`config.mk`:
```
export PLATFORM = sky130hd
export DESIGN_NAME = simon_key_expander
export DESIGN_NICKNAME = d
export VERILOG_FILES = /design/src/rtl/simon_key_expander.sv
export SDC_FILE = /design/constraint.sdc
export NUM_CORES = 2
export LEC_CHECK = 0
export CAP_MARGIN = 20
export CORE_MARGIN = 2
export CORE_UTILIZATION = 33
export CTS_BUF_LIST = sky130_fd_sc_hd__clkbuf_8 sky130_fd_sc_hd__clkbuf_16
export CTS_CLUSTER_DIAMETER = 40
export DETAILED_ROUTE_END_ITERATION = 16
export SLEW_MARGIN = 15
export SYNTH_ARGS = -nofsm -noshare
export SYNTH_HDL_FRONTEND = slang
export SYNTH_HIERARCHICAL = 1
export SYNTH_SLANG_ARGS = --single-unit
```
`constraint.sdc`:
```
create_clock -name clk -period 9 [get_ports clk]
set_input_delay 1.8 -clock clk [delete_from_list [all_inputs] [get_ports clk]]
set_output_delay 1.8 -clock clk [all_outputs]
set_load 0.01 [all_outputs]
```
`src/rtl/simon_key_expander.sv`:
```
// SIMON 64/96 key schedule: sequences one round-key datapath to fill a 42-entry
// round-key buffer, exposing a registered read port for the round sequencer.

module simon_key_schedule #(
    parameter int WORD = 32
) (
    input  logic [WORD-1:0] round_key_minus3,
    input  logic [WORD-1:0] round_key_minus1,
    input  logic [61:0]     const_seq_z,
    input  logic [WORD-1:0] seq_c,
    output logic [WORD-1:0] round_key,
    output logic [61:0]     shift_z
);
    logic [WORD-1:0] ror3;
    logic [WORD-1:0] mix;

    // The z bit in use is always the MSB; rotating left presents the next one.
    always_comb begin
        ror3      = {round_key_minus1[2:0], round_key_minus1[WORD-1:3]};
        mix       = ror3 ^ {ror3[0], ror3[WORD-1:1]};
        round_key = round_key_minus3 ^ seq_c ^ mix ^ {{(WORD-1){1'b0}}, const_seq_z[61]};
        shift_z   = {const_seq_z[60:0], const_seq_z[61]};
    end
endmodule

module simon_key_expander #(
    parameter int              N_ROUNDS = 42,
    parameter int              WORD     = 32,
    parameter logic [61:0]     Z_INIT   = 62'b10101111011100000011010010011000101000010001111110010110110011,
    parameter logic [WORD-1:0] C_CONST  = 32'hfffffffc
) (
    input  logic              clk,
    input  logic              rst,
    input  logic              start,
    input  logic [3*WORD-1:0] key,
    output logic              busy,
    output logic              done,
    output logic [5:0]        rk_count,
    input  logic [5:0]        rd_addr,
    output logic [WORD-1:0]   rd_data,
    output logic              rd_valid
);
    localparam logic [1:0] ST_IDLE   = 2'd0;
    localparam logic [1:0] ST_EXPAND = 2'd1;
    localparam logic [1:0] ST_DONE   = 2'd2;
    localparam logic [5:0] LAST_IDX  = 6'(N_ROUNDS - 1);

    logic [1:0]      state;
    logic [5:0]      idx;
    logic [61:0]     z_reg;
    logic [WORD-1:0] rk [0:N_ROUNDS-1];
    logic            accept;
    logic            expanding;
    logic [WORD-1:0] round_key;
    logic [61:0]     shift_z;

    assign accept    = start && ((state == ST_IDLE) || (state == ST_DONE));
    assign expanding = (state == ST_EXPAND);
    assign busy      = expanding;
    assign done      = (state == ST_DONE);
    // idx doubles as the valid-entry count: entries below it are always written.
    assign rk_count  = idx;

    simon_key_schedule #(.WORD(WORD)) u_key_schedule (
        .round_key_minus3 (rk[idx - 6'd3]),
        .round_key_minus1 (rk[idx - 6'd1]),
        .const_seq_z      (z_reg),
        .seq_c            (C_CONST),
        .round_key        (round_key),
        .shift_z          (shift_z)
    );

    always_ff @(posedge clk or posedge rst) begin
        if (rst) begin
            state <= ST_IDLE;
            idx   <= '0;
            z_reg <= Z_INIT;
        end else begin
            case (state)
                ST_IDLE, ST_DONE: begin
                    if (start) begin
                        state <= ST_EXPAND;
                        idx   <= 6'd3;
                        z_reg <= Z_INIT;
                    end
                end
                ST_EXPAND: begin
                    idx   <= idx + 6'd1;
                    z_reg <= shift_z;
                    if (idx == LAST_IDX) begin
                        state <= ST_DONE;
                    end
                end
                default: state <= ST_IDLE;
            endcase
        end
    end

    // Buffer contents are don't-care after reset, so the store has no reset.
    always_ff @(posedge clk) begin
        if (accept) begin
            rk[0] <= key[WORD-1:0];
            rk[1] <= key[2*WORD-1:WORD];
            rk[2] <= key[3*WORD-1:2*WORD];
        end else if (expanding) begin
            rk[idx] <= round_key;
        end
    end

    // Compares against the pre-edge count, so a same-edge write reads as invalid.
    always_ff @(posedge clk or posedge rst) begin
        if (rst) begin
            rd_valid <= 1'b0;
            rd_data  <= '0;
        end else begin
            rd_valid <= (rd_addr < idx);
            rd_data  <= (rd_addr < idx) ? rk[rd_addr] : '0;
        end
    end
endmodule
```
* Word level (Yosys, flattened, before mapping)
Memories as Yosys holds them, arrays and structs flattened. Index checks and enable logic that the tools add are counted. W data, S select, Z words.
Operators by class: add/sub/neg operators 3, order comparisons 1, equal/unequal tests 5, mux-type cells 16, bitwise logic cells 4, reductions and logical operators 8
Operators with widths (number):
- $pmux W62 S2 | 1
- $mux W32 | 2
- $xor A32 B32 Y32 | 2
- $mux W62 | 1
- $reduce_or A32 Y1 | 1
- $xor A32 B1 Y32 | 1
- $not A30 Y30 | 1
- $mux W6 | 2
- $pmux W6 S2 | 1
- $add A6 B1 Y6 const B | 1
- $eq A6 B6 Y1 const B | 1
- $lt A6 B6 Y1 | 1
- $mux W1 | 6
- $sub A6 B1 Y6 const B | 1
- $sub A6 B2 Y6 const B | 1
- $mux W2 | 2
- $pmux W2 S2 | 1
- $reduce_and A2 Y1 | 2
- $eq A2 B1 Y1 const B | 1
- $eq A2 B2 Y1 const B | 1
- $logic_not A2 Y1 | 1
- $ne A2 B1 Y1 const B | 1
- $ne A2 B2 Y1 const B | 1
- $reduce_bool A2 Y1 | 1
- other kinds (3) | 3
Word-level totals: register bits after elaboration 103, memory bits (writable) 1344, bits of input ports 105, output and inout port bits 41, word-level logic and storage cells 43, memories 1
Memory list:
- rk | words 42, width 32, rd ports 3, clocked after memory_dff 0, wr ports 3, line 51 | logic [WORD-1:0] rk [0:N_ROUNDS-1];

* Logic depth before layout (Yosys ltp)
word-level depth 7, gate-level depth with buffers 17

* Cells and area by module
Netlist, hierarchy kept.
By module, submodules not included:
- simon_key_expander | times used 1, cells an instance 5702, area each 81415.6 µm², sequential area each 44896.8 µm²
- simon_key_schedule | times used 1, cells an instance 158, area each 1320.0 µm², sequential area each 0.0 µm²

* Worst setup path after synthesis
OpenSTA, ideal clock, no wires.
path type register to register, start register idx[0] (netlist: rk_count[0]), end memory rk[0][0], data pin, arrival time 5172 ps, slack 3687 ps, cell stages (with the launch flop) 16, buffers on the path 5, cell sequence dfrtp_1 buf_2 inv_1 buf_2 buf_1 ha_1 xor2_2 buf_2 clkbuf_1 mux4_2 a22oi_1 nand3_1 and4bb_1 xnor3_1 xnor2_1 mux2_2
RTL lines:
- start: declaration | line 49 | logic [5:0] idx;
- start signal: assignment | line 88 | idx <= idx + 6'd1;
- end: declaration | line 51

==> results.py <==
metrics = {
    "outcome": {
        "status": "finished, final reports clean",
    },
    "sta": {
        "finalCritPeriodShare_pct": 76.0,
        "fin_crit_ns": 6.84,
        "totalNegativeSetupSlack_ns": 0,
        "drv_slew": 0,
        "relSlewSlack_pct": 18.6,
        "finalHoldViolCount": 0,
        "hold_slack_ns": 0.484,
        "worst_pin_slew_ns": 1.22,
        "fmax_ghz": 0.146,
        "fin_skew_ns": 0.0450,
        "finalSetupViolations": 0,
        "rsz0062_at_grt": "false",
    },
    "placement": {
        "gp_congestion": 0.939,
        "dp.cells": 8996,
        "hpwl_um": 198000,
        "io_buffers": 145,
    },
    "route": {
        "route.detailed.drc": 0,
        "wl_met1_um": 116000,
        "dr.first_iter.drc_count": 10500,
        "vias_per_cell": 6.56,
        "antenna_left": 0,
        "dr.pass1.iters": 12,
        "wl_met2_um": 148000,
        "wl_per_cell_um": 35.5,
        "num_vias": 62100,
        "drt-total-wl_um": 336000,
        "wl_met3_um": 49000,
        "top_layer": "met5",
    },
    "die": {
        "core_um2": 249000,
        "die_area_um2": 255000,
        "rows": 183,
        "pin_count": 146,
        "die_w_um": 505,
        "initial_core_util_pct": 33.2,
        "die_h_um": 505,
    },
    "critical_path": {
        "cp_slowest_cell": "ha_4",
        "worst-path-buf-inv": 5,
        "crit_path_cell_trace": "inv_2, ha_4, inv_1, nor2_4, nand4_1, buf_12, buf_12, nor2_1, and4bb_1, xor2_1, xnor2_2, buf_4, mux2_2",
        "cp.depth": 13,
        "crit_required_ns": 9.75,
        "critPathArrivalTime_ns": 7.58,
        "start_kind": "register",
        "worst_setup_path_end_kind": "register",
        "path_max_fanout": 39,
        "crit_top_cell": "buf_12",
        "criticalPathCategory": "register to register",
        "critical_path.max_stage_delay_ns": 0.95,
        "cp_top_family": "buffers and inverters",
        "ff2ff_path_depth": 13,
    },
    "hold_path": {
        "hp-class": "register to register",
        "whs_path_depth": 2,
    },
    "synth": {
        "ys.flop_type": "edfxtp_1",
        "yosys_warnings": 6,
        "yosysSeqAreaShare_pct": 54.3,
        "ys_async_sr_fraction_pct": 6.82,
        "avgSynthCellArea_um2": 14.1,
        "synth-edff-count": 1408,
        "netlist_area_um2": 82700,
        "yosysUniqueCellTypes": 65,
        "postSynthCellCount": 5860,
        "ys_seq_elements": 1511,
    },
    "clock_tree": {
        "cts_buffers": 233,
        "cts_setup_buffers": 0,
        "clock_path_buffers": 3,
        "cts.clk_slew.worst_paths_ns": 0.06,
        "holdBufCountCts": 0,
        "cts_tree": "built",
        "root_buffer": "clkbuf_16",
        "clock_latency_ns": 0.90,
        "cts_resized": 0,
        "htreeDepth": 4,
        "cts.sinks": 1511,
    },
    "global_routing": {
        "grt_pass1_vias": 59900,
        "antenna_found_initial": 32,
        "grt_pass1_wl_um": 467000,
        "grt-ovfl-total": 0,
        "grt.total_usage_pct": 25.6,
        "grt_start_max_net_pins": 131,
    },
    "layout": {
        "syn2layout_area_growth_pct": 16.9,
        "drive_gt1_share_pct": 27.7,
        "fillers": 22800,
        "finalNetCount": 6017,
        "fin_cells": 9467,
        "largest_reg_flops": 1408,
    },
    "job": {
        "max_cap_viol_count": 0,
    },
}
path summary, 6_finish.rpt:
path                             start          end  slack (ns)
max                        rk_count[0]    rk[0][26]        2.16
min                          z_reg[40]    z_reg[40]        0.48
max reg2reg                rk_count[0]    rk[0][26]        2.16
min reg2reg                  z_reg[40]    z_reg[40]        0.48
max in group asynchronous          rst  rd_data[27]        6.29
min in group asynchronous          rst  rd_data[12]        1.40
routing by layer:
metal | global-route usage [%] | up-vias
met5 | 0.300 | -
met4 | 15.5 | 22
met3 | 9.32 | 1185
met2 | 38.3 | 5694
met1 | 31.6 | 31600
li1 | - | 23600
layout make-up:
class                           instances  area (µm²)  share of cell area (%)
Antenna cell                           25        62.6                  0.0647
Clock buffer                          242        5990                    6.19
Clock inverter                        201        2140                    2.21
Inverter                               13        58.8                  0.0608
Multi-Input combinational cell       3785       36000                    37.2
Sequential cell                      1511       44900                    46.4
Tap cell                             3330        4170                    4.31
Timing Repair Buffer                  360        3410                    3.53
stage by stage:
stage / worst slack (ns) / utilization [%] / cell area [µm²]
4_1_cts: 2.07 / 38.8 / 96600
3_3_place_gp: 2.27 / 35.5 / 88300
2_1_floorplan: 3.69 / - / 82800
5_1_grt: 2.03 / 38.8 / 96700
3_5_place_dp: 2.09 / 35.5 / 88400
6_report: 2.16 / 38.8 / 96700
cell usage after synthesis, types with 6 or more instances:
master	count	area share [%]
mux4_2	778	21
a21oi_1	43	0.26
o22a_1	16	0.17
a22o_1	31	0.33
mux2i_1	193	2.3
nand3_1	322	1.9
mux2_2	134	1.8
xor2_1	33	0.35
buf_1	45	0.20
nand4_1	38	0.29
dfrtp_1	72	2.2
a32oi_1	182	1.9
nor3_1	59	0.36
dfstp_2	31	0.98
o2111ai_1	31	0.33
ha_1	8	0.12
nor4bb_1	21	0.25
nor2_1	112	0.51
a211oi_1	73	0.66
a22oi_1	47	0.43
a311oi_1	23	0.24
a31oi_1	151	1.1
inv_1	10	0.045
buf_6	6	0.082
clkbuf_1	258	1.2
o21ai_0	84	0.51
and3_1	35	0.26
xnor2_1	69	0.73
edfxtp_1	1408	51
buf_4	83	0.75
buf_2	189	1.1
nand2_1	1209	5.5
and4bb_1	9	0.14
worst min-delay path, delay by kind of cell (launching register included):
family        cells  cell delay [ns]
flops             1             0.37
simple gates      2             0.11
layout by cell type (no fill, tap or decap), drive strengths merged, types with 47 or more instances in the layout:
| cell | n |
|---|---|
| a211oi | 73 |
| a22oi | 47 |
| a31oi | 151 |
| a32oi | 182 |
| buf | 220 |
| clkbuf | 243 |
| clkdlybuf4s50 | 139 |
| clkinv | 65 |
| dfrtp | 72 |
| edfxtp | 1408 |
| inv | 109 |
| mux2 | 134 |
| mux2i | 193 |
| mux4 | 778 |
| nand2 | 1210 |
| nand3 | 322 |
| nor2 | 114 |
| nor3 | 59 |
| o21ai | 85 |
| xnor2 | 71 |
logic make-up (layout without fill, tap and decap cells):
logic type | Yosys count | after routing | share of synthesized area, %
multiplexers | 1105 | 1105 | 25.3
other | 2 | 57 | 0.00908
AO/OA/AOI/OAI | 693 | 693 | 6.14
XOR/XNOR | 106 | 106 | 1.17
AND/OR/NAND/NOR | 1841 | 1841 | 9.55
buffers and inverters | 594 | 816 | 3.41
adder cells (fa/ha/maj) | 8 | 8 | 0.121
flip-flops | 1511 | 1511 | 54.3
Power is not shown: default switching activity piles up to over one toggle a cycle in this logic, so the estimate is an artifact.
